==> src/rtl/data_mem_unit_pkg.sv <==
// Shared types and helpers for the data memory unit.
//   mem_unit_state_t : FSM encoding (IDLE, BUSY, DONE)
//   load_funct3_t    : RV32I load width/sign codes
//   store_funct3_t   : RV32I store width codes
//   helpers          : funct3 legality and address alignment checks
package data_mem_unit_pkg;

  typedef enum logic [1:0] {
    IDLE = 2'd0,
    BUSY = 2'd1,
    DONE = 2'd2
  } mem_unit_state_t;

  typedef enum logic [2:0] {
    F3_LB  = 3'b000,
    F3_LH  = 3'b001,
    F3_LW  = 3'b010,
    F3_LBU = 3'b100,
    F3_LHU = 3'b101
  } load_funct3_t;

  typedef enum logic [2:0] {
    F3_SB = 3'b000,
    F3_SH = 3'b001,
    F3_SW = 3'b010
  } store_funct3_t;

  function automatic logic is_legal_load(input logic [2:0] f3);
    case (f3)
      F3_LB, F3_LH, F3_LW, F3_LBU, F3_LHU: return 1'b1;
      default:                             return 1'b0;
    endcase
  endfunction

  function automatic logic is_legal_store(input logic [2:0] f3);
    case (f3)
      F3_SB, F3_SH, F3_SW: return 1'b1;
      default:             return 1'b0;
    endcase
  endfunction

  // funct3[1:0] carries the access size for both loads and stores
  // (00 byte, 01 half, 10 word); bit 2 only selects zero-extension.
  function automatic logic is_aligned(input logic [2:0] f3, input logic [1:0] off);
    case (f3[1:0])
      2'b01:   return (off[0] == 1'b0);
      2'b10:   return (off == 2'b00);
      default: return 1'b1;
    endcase
  endfunction

endpackage

==> src/rtl/data_mem_unit_if.sv <==
// Data-cache port bundle between the memory stage and the data cache.
//   master : memory unit side (drives strobes, address, data, byte mask)
//   slave  : cache side (drives the done pulse and read word)
// Handshake: dmem_read/dmem_write act as "valid" and stay high, with
// address/wdata/byte_enable stable, until the cache returns a single-cycle
// dmem_resp ("ready"); the transfer completes on the edge where both are
// high. dmem_rdata is only meaningful in the dmem_resp cycle. At most one
// access is outstanding.
interface data_mem_unit_if;
  logic        dmem_read;
  logic        dmem_write;
  logic [31:0] dmem_address;
  logic [31:0] dmem_wdata;
  logic [3:0]  dmem_byte_enable;
  logic        dmem_resp;
  logic [31:0] dmem_rdata;

  modport master (
    output dmem_read, dmem_write, dmem_address, dmem_wdata, dmem_byte_enable,
    input  dmem_resp, dmem_rdata
  );

  modport slave (
    input  dmem_read, dmem_write, dmem_address, dmem_wdata, dmem_byte_enable,
    output dmem_resp, dmem_rdata
  );
endinterface

==> src/rtl/data_mem_unit_load_align.sv <==
// Combinational load alignment: picks the addressed byte/half/word out of
// the cache word and sign- or zero-extends it.
//   rdata_i  : 32-bit word from the cache
//   offset_i : byte offset within the word (addr[1:0])
//   funct3_i : load width/signedness code
//   data_o   : aligned, extended load result
module data_mem_unit_load_align
  import data_mem_unit_pkg::*;
(
  input  logic [31:0] rdata_i,
  input  logic [1:0]  offset_i,
  input  logic [2:0]  funct3_i,
  output logic [31:0] data_o
);

  logic [31:0] shifted;

  // Bring the addressed byte lane down to bit 0.
  assign shifted = rdata_i >> {offset_i, 3'b000};

  always_comb begin
    data_o = shifted;
    case (funct3_i)
      F3_LB:   data_o = {{24{shifted[7]}}, shifted[7:0]};
      F3_LH:   data_o = {{16{shifted[15]}}, shifted[15:0]};
      F3_LBU:  data_o = {24'd0, shifted[7:0]};
      F3_LHU:  data_o = {16'd0, shifted[15:0]};
      default: data_o = shifted;  // lw: offset is always 0 here
    endcase
  end

endmodule

==> src/rtl/data_mem_unit.sv <==
// Memory-stage data memory unit. Takes the mem fields of the control word
// plus the ALU address, runs a single-outstanding access on the data cache
// port, produces byte enables and replicated store data, and returns the
// aligned/extended load result.
//   clk, rst_n     : clock, synchronous active-low reset
//   mem_read/write : load / store request from the control word
//   funct3         : access width and signedness
//   addr           : byte address
//   store_data     : rs2 value for stores
//   stall          : combinational pipeline hold
//   load_data      : registered load result, valid with load_valid
//   load_valid     : one-cycle pulse in the DONE cycle of a load
//   access_fault   : one-cycle pulse on illegal request or watchdog timeout
//   dmem           : cache port (master side)
//   dbg_state_o    : current FSM state
module data_mem_unit
  import data_mem_unit_pkg::*;
#(
  parameter int unsigned TIMEOUT_CYCLES = 0
) (
  input  logic                  clk,
  input  logic                  rst_n,
  input  logic                  mem_read,
  input  logic                  mem_write,
  input  logic [2:0]            funct3,
  input  logic [31:0]           addr,
  input  logic [31:0]           store_data,
  output logic                  stall,
  output logic [31:0]           load_data,
  output logic                  load_valid,
  output logic                  access_fault,
  data_mem_unit_if.master       dmem,
  output mem_unit_state_t       dbg_state_o
);

  mem_unit_state_t state_q, state_d;
  logic        rd_q, rd_d;
  logic        wr_q, wr_d;
  logic [31:0] addr_q, addr_d;
  logic [31:0] wdata_q, wdata_d;
  logic [3:0]  be_q, be_d;
  logic [2:0]  f3_q, f3_d;
  logic [1:0]  off_q, off_d;
  logic [31:0] load_data_q, load_data_d;
  logic        load_valid_q, load_valid_d;
  logic        fault_q, fault_d;
  logic [31:0] wdog_q, wdog_d;

  logic        req, is_ld, is_st, legal;
  logic [3:0]  be_enc;
  logic [31:0] wdata_enc;
  logic [31:0] aligned;
  logic [31:0] wdog_inc;

  assign req   = mem_read | mem_write;
  assign is_ld = mem_read & ~mem_write;
  assign is_st = mem_write & ~mem_read;
  assign legal = ((is_ld & is_legal_load(funct3)) | (is_st & is_legal_store(funct3)))
                 & is_aligned(funct3, addr[1:0]);

  assign wdog_inc = wdog_q + 32'd1;

  // Store lane encoding; loads never write any byte.
  always_comb begin
    be_enc    = 4'b0000;
    wdata_enc = store_data;
    if (is_st) begin
      case (funct3)
        F3_SB: begin
          be_enc    = 4'b0001 << addr[1:0];
          wdata_enc = {4{store_data[7:0]}};
        end
        F3_SH: begin
          be_enc    = 4'b0011 << addr[1:0];
          wdata_enc = {2{store_data[15:0]}};
        end
        default: begin
          be_enc    = 4'b1111;
          wdata_enc = store_data;
        end
      endcase
    end
  end

  data_mem_unit_load_align u_load_align (
    .rdata_i  (dmem.dmem_rdata),
    .offset_i (off_q),
    .funct3_i (f3_q),
    .data_o   (aligned)
  );

  always_comb begin
    state_d      = state_q;
    rd_d         = rd_q;
    wr_d         = wr_q;
    addr_d       = addr_q;
    wdata_d      = wdata_q;
    be_d         = be_q;
    f3_d         = f3_q;
    off_d        = off_q;
    load_data_d  = load_data_q;
    load_valid_d = 1'b0;
    fault_d      = 1'b0;
    wdog_d       = wdog_q;
    stall        = 1'b0;

    case (state_q)
      IDLE: begin
        if (req) begin
          if (legal) begin
            rd_d    = is_ld;
            wr_d    = is_st;
            addr_d  = {addr[31:2], 2'b00};
            wdata_d = wdata_enc;
            be_d    = be_enc;
            f3_d    = funct3;
            off_d   = addr[1:0];
            wdog_d  = 32'd0;
            stall   = 1'b1;
            state_d = BUSY;
          end else begin
            // Rejected without touching the cache; pipeline keeps moving.
            fault_d = 1'b1;
          end
        end
      end

      BUSY: begin
        stall  = 1'b1;
        wdog_d = wdog_inc;
        if (dmem.dmem_resp) begin
          rd_d    = 1'b0;
          wr_d    = 1'b0;
          state_d = DONE;
          if (rd_q) begin
            load_data_d  = aligned;
            load_valid_d = 1'b1;
          end
        end else if ((TIMEOUT_CYCLES != 0) && (wdog_inc == TIMEOUT_CYCLES)) begin
          rd_d    = 1'b0;
          wr_d    = 1'b0;
          fault_d = 1'b1;
          state_d = DONE;
        end
      end

      DONE: begin
        // Inputs still describe the instruction that just finished.
        state_d = IDLE;
      end

      default: state_d = IDLE;
    endcase
  end

  always_ff @(posedge clk) begin
    if (!rst_n) begin
      state_q      <= IDLE;
      rd_q         <= 1'b0;
      wr_q         <= 1'b0;
      addr_q       <= 32'd0;
      wdata_q      <= 32'd0;
      be_q         <= 4'd0;
      f3_q         <= 3'd0;
      off_q        <= 2'd0;
      load_data_q  <= 32'd0;
      load_valid_q <= 1'b0;
      fault_q      <= 1'b0;
      wdog_q       <= 32'd0;
    end else begin
      state_q      <= state_d;
      rd_q         <= rd_d;
      wr_q         <= wr_d;
      addr_q       <= addr_d;
      wdata_q      <= wdata_d;
      be_q         <= be_d;
      f3_q         <= f3_d;
      off_q        <= off_d;
      load_data_q  <= load_data_d;
      load_valid_q <= load_valid_d;
      fault_q      <= fault_d;
      wdog_q       <= wdog_d;
    end
  end

  assign dmem.dmem_read        = rd_q;
  assign dmem.dmem_write       = wr_q;
  assign dmem.dmem_address     = addr_q;
  assign dmem.dmem_wdata       = wdata_q;
  assign dmem.dmem_byte_enable = be_q;
  assign load_data             = load_data_q;
  assign load_valid            = load_valid_q;
  assign access_fault          = fault_q;
  assign dbg_state_o           = state_q;

endmodule

==> src/flat_wrapper.sv <==
// flat-port wrapper written by rule: the top's interface ports become plain ports
module data_mem_unit_flat import data_mem_unit_pkg::*;
#(
  parameter int unsigned TIMEOUT_CYCLES = 0
)
  (clk, rst_n, mem_read, mem_write, funct3, addr, store_data, stall, load_data, load_valid, access_fault, dbg_state_o, dmem_dmem_read, dmem_dmem_write, dmem_dmem_address, dmem_dmem_wdata, dmem_dmem_byte_enable, dmem_dmem_resp, dmem_dmem_rdata);
  data_mem_unit_if dmem_i ();
  input  logic clk;
  input  logic rst_n;
  input  logic mem_read;
  input  logic mem_write;
  input  logic [2:0] funct3;
  input  logic [31:0] addr;
  input  logic [31:0] store_data;
  output logic stall;
  output logic [31:0] load_data;
  output logic load_valid;
  output logic access_fault;
  output mem_unit_state_t dbg_state_o;
  output wire logic [$bits(dmem_i.dmem_read)-1:0] dmem_dmem_read;
  output wire logic [$bits(dmem_i.dmem_write)-1:0] dmem_dmem_write;
  output wire logic [$bits(dmem_i.dmem_address)-1:0] dmem_dmem_address;
  output wire logic [$bits(dmem_i.dmem_wdata)-1:0] dmem_dmem_wdata;
  output wire logic [$bits(dmem_i.dmem_byte_enable)-1:0] dmem_dmem_byte_enable;
  input wire logic [$bits(dmem_i.dmem_resp)-1:0] dmem_dmem_resp;
  input wire logic [$bits(dmem_i.dmem_rdata)-1:0] dmem_dmem_rdata;
  assign dmem_dmem_read = dmem_i.dmem_read;
  assign dmem_dmem_write = dmem_i.dmem_write;
  assign dmem_dmem_address = dmem_i.dmem_address;
  assign dmem_dmem_wdata = dmem_i.dmem_wdata;
  assign dmem_dmem_byte_enable = dmem_i.dmem_byte_enable;
  assign dmem_i.dmem_resp = dmem_dmem_resp;
  assign dmem_i.dmem_rdata = dmem_dmem_rdata;
  data_mem_unit #(.TIMEOUT_CYCLES(TIMEOUT_CYCLES)) u_core (.clk(clk), .rst_n(rst_n), .mem_read(mem_read), .mem_write(mem_write), .funct3(funct3), .addr(addr), .store_data(store_data), .stall(stall), .load_data(load_data), .load_valid(load_valid), .access_fault(access_fault), .dmem(dmem_i), .dbg_state_o(dbg_state_o));
endmodule
==> config.mk <==
export PLATFORM = sky130hd
export DESIGN_NAME = data_mem_unit_flat
export DESIGN_NICKNAME = d
export VERILOG_FILES = /design/src/rtl/data_mem_unit_pkg.sv /design/src/rtl/data_mem_unit_if.sv /design/src/rtl/data_mem_unit_load_align.sv /design/src/rtl/data_mem_unit.sv /design/src/flat_wrapper.sv
export SDC_FILE = /design/constraint.sdc
export NUM_CORES = 1
export LEC_CHECK = 0
export ABC_AREA = 1
export ABC_CLOCK_PERIOD_IN_PS = 2200
export BUFFER_PORTS_ARGS = -buffer_cell sky130_fd_sc_hd__clkbuf_2
export CELL_PAD_IN_SITES_DETAIL_PLACEMENT = 0
export CELL_PAD_IN_SITES_GLOBAL_PLACEMENT = 1
export CORE_MARGIN = 3
export CORE_UTILIZATION = 30
export CTS_CLUSTER_SIZE = 12
export DETAILED_ROUTE_END_ITERATION = 16
export PLACE_DENSITY_LB_ADDON = 0.3
export SLEW_MARGIN = 10
export SYNTH_ARGS = -nofsm -noshare
export SYNTH_HDL_FRONTEND = slang
export SYNTH_HIERARCHICAL = 1
export SYNTH_SLANG_ARGS = --single-unit
==> constraint.sdc <==
create_clock -name clk -period 2.2 [get_ports clk]
set_input_delay 0.22 -clock clk [delete_from_list [all_inputs] [get_ports clk]]
set_output_delay 0.22 -clock clk [all_outputs]
set_load 0.02 [all_outputs]
==> impl_metrics.yaml <==
outcome:
  outcome: "complete, no violations"
timing:
  finalSetupViolations: 0
  finalClockSkew_ns: 0.006729
  min_period_ns: 1.904
  final.setup.tns_ns: 0
  final_hold_viol_count: 0
  worst_pin_slew_ns: 0.6390
  maxSlewViolCount: 0
  slew_headroom_pct: 57.35
  max_freq_mhz: 525.3
  rsz0062_at_grt: "no"
  finalCritPeriodShare_pct: 86.53
clock_network:
  clk_latency_ns: 0.35
  clkSinkCount: 109
  cts_hold_buf: 0
  clock_path_buffers: 2
  tritoncts: "built"
  htree_levels: 3
  cts_buffers: 9
  cts_setup_buffers: 0
  cts_root_buf: "clkbuf_16"
  clkTransAtPathRegs_ns: 0.07
  cts.repair.resized: 0
pwr:
  p_total_mw: 4.441
  p_per_area_nw_per_um2: 662.3
  irDropWorstVdd_v: 0.0003694
  leakage_nw: 3.148
hold_path:
  hold_depth: 3
  min_path_type: "in2reg"
layout:
  nets: 1045
  fillers: 1886
  drive_above_1_share_pct: 29.48
  diodes: 0
  area_growth_pct: 28.30
setup_path:
  slowest_stage: "dfxtp_1"
  cp_num_cells: 6
  worst_setup_path_end_kind: "output pin"
  r2r_slack_ns: 0.30
  crit_chain: "or2_2 -> inv_1 -> nand3_2 -> buf_12 -> nand2_1 -> clkbuf_2"
  cp_data_required_time_ns: 1.98
  slowest_delay_ns: 0.34
  path_buf_inv: 3
  cp_max_fo: 37
  criticalPathCategory: "reg2out"
  ff2ff_path_depth: 6
  crit_family: "simple AND/OR/NAND/NOR gates"
  start_kind: "flop"
  arrival_ns: 1.68
global_route:
  grt-ovfl-total: 0
  grt.busiest_layer: "met2"
  gr-usage-met3_pct: 6.168
  use_met1_pct: 21.36
  grt_use_met2_pct: 29.07
  antenna_found_initial: 1
  grt_max_degree: 77
  grt_pass1_vias: 5186
  track_usage_pct: 17.39
  grt_pass1_wl_um: 26100
route:
  wl_per_cell_um: 14.19
  antenna_left: 0
  drc_errors: 0
  routed_wl_um: 16510
  vias: 5322
  drtPass1Iterations: 4
  viasPerCell: 4.576
  drt_iter0_drc: 304
floorplan:
  start_util_pct: 31.07
  die_w_um: 138.0
  io_pins: 211
  rows: 47
  coreArea_sq_um: 16820
  die_area_sq_um: 19040
  chipHeight_um: 138.0
place:
  gp_congestion: 0.8168
  hpwlAfterDp_um: 12180
  port_buffers: 208
yosys:
  synth-seq-area-share_pct: 41.75
  synthCells: 755
  yosys_warnings: 6
  yosysTopAreaCell: "dfxtp_1"
  yosysTopAreaCellShare_pct: 41.75
  netlist_area_sq_um: 5226
  synth_seq_cells: 109
  ys_types: 31
  synth_area_leaders: "dfxtp_1 (42%), nand2_1 (17%), a21oi_1 (7.8%), nor2_1 (6.1%), o21ai_0 (6.0%)"
  synth_area_per_cell_sq_um: 6.922
run:
  max-cap-violations: 0
cell families (layout without fill, tap and decap cells):
kind of cell | Yosys count | after routing | share of synthesized area [%]
AOI/OAI and AO/OA | 174 | 174 | 17.93
DFF | 109 | 109 | 41.75
buffers and inverters | 98 | 285 | 8.954
adders and majority gates | 3 | 3 | 0.7183
other | 1 | 2 | 0.07175
and+or+nand+nor | 370 | 370 | 30.57
worst register-to-register path: cells and delay by family (launching register included):
family          cells  cell delay, ns
flops               1            0.58
buf+inv             1            0.16
compound gates      1            0.12
simple gates        4            0.97
per-layer routing:
metal	routed length, um	part of all wire (%)
met5	13	0.079
met4	161	0.98
met3	1452	8.8
met2	7791	47
met1	7087	43
final timing paths:
| path | startpoint | to |
|---|---|---|
| max reg2reg | u_core/off_q[1] | u_core/load_data[28] |
| max | u_core/dbg_state_o[1] | stall |
| min reg2reg | u_core/dmem.dmem_address[28] | u_core/dmem.dmem_address[28] |
| min | addr[18] | u_core/dmem.dmem_address[18] |
cell usage after synthesis:
cell type,n
buf_2,12
clkbuf_1,19
buf_4,9
nand2_2,7
nand2_1,232
inv_1,42
buf_6,4
buf_1,5
o211ai_1,14
dfxtp_1,109
nor2_4,1
and2_1,1
a22oi_1,7
inv_8,1
nand3_1,17
ha_1,3
nor3_1,1
buf_8,1
nand2_4,3
or2_2,1
nor2_1,85
o21ai_0,63
a21oi_2,1
inv_4,1
nand3_2,18
a21oi_1,81
nand3_4,1
inv_2,4
conb_1,1
nor2_2,3
o22ai_1,8
final cells by class:
class / count / area [sq um] / area share, %
Inverter: 48 / 190.2 / 2.836
Timing Repair Buffer: 221 / 1176 / 17.54
Multi-Input combinational cell: 549 / 2580 / 38.48
Tap cell: 220 / 275.3 / 4.105
Clock inverter: 5 / 58.81 / 0.8770
Sequential cell: 109 / 2182 / 32.54
Clock buffer: 11 / 242.7 / 3.620
state kept, by name, summed over array words and instances (netlist names):
signal and flops:
u_core/load_valid 1, u_core/dmem.dmem_read 1, u_core/f3_q 3, u_core/dmem.dmem_byte_enable 4, u_core/load_data 32, u_core/off_q 2, u_core/dmem.dmem_write 1, u_core/access_fault 1
u_core/dbg_state_o 2, u_core/dmem.dmem_wdata 32, u_core/dmem.dmem_address 30
through the flow:
stage          hold slack (ns)  instance area, sq um  std cells  util [%]  setup WS, ns
6_report               0.08963                  6705       1163     39.87        0.2963
5_1_grt                0.07529                  6705       1163     39.87        0.1231
4_1_cts                0.07352                  6705       1163     39.87        0.2575
3_5_place_dp            0.4542                  6404       1147     38.07        0.3322
3_3_place_gp            0.4519                  6404       1147     38.07        0.3550
2_1_floorplan           0.3557                  5230        756         -        0.5026
layout by cell type, fill, tap and decap left out, types with 2 or more instances in the layout:
| master | n |
|---|---|
| o22ai_1 | 8 |
| o211ai_1 | 14 |
| a21oi_1 | 81 |
| ha_1 | 3 |
| nand3_2 | 18 |
| inv_1 | 41 |
| inv_2 | 5 |
| clkbuf_2 | 208 |
| clkbuf_16 | 9 |
| clkinvlp_4 | 2 |
| nor2_2 | 3 |
| nor2_1 | 85 |
| buf_12 | 3 |
| nand2_1 | 232 |
| nand2_4 | 3 |
| o21ai_0 | 63 |
| nand3_1 | 17 |
| conb_1 | 2 |
| a22oi_1 | 7 |
| dfxtp_1 | 109 |
| buf_4 | 10 |
| nand2_2 | 7 |
power breakdown:
group	leakage (nW)	total, mW	switching [mW]	internal, mW
clock network	0.142	1.68	0.759	0.918
logic	2.12	0.702	0.446	0.256
registers	0.882	2.06	0.0341	2.03
total	3.15	4.44	1.24	3.20
(Power assumes the default switching activity.)
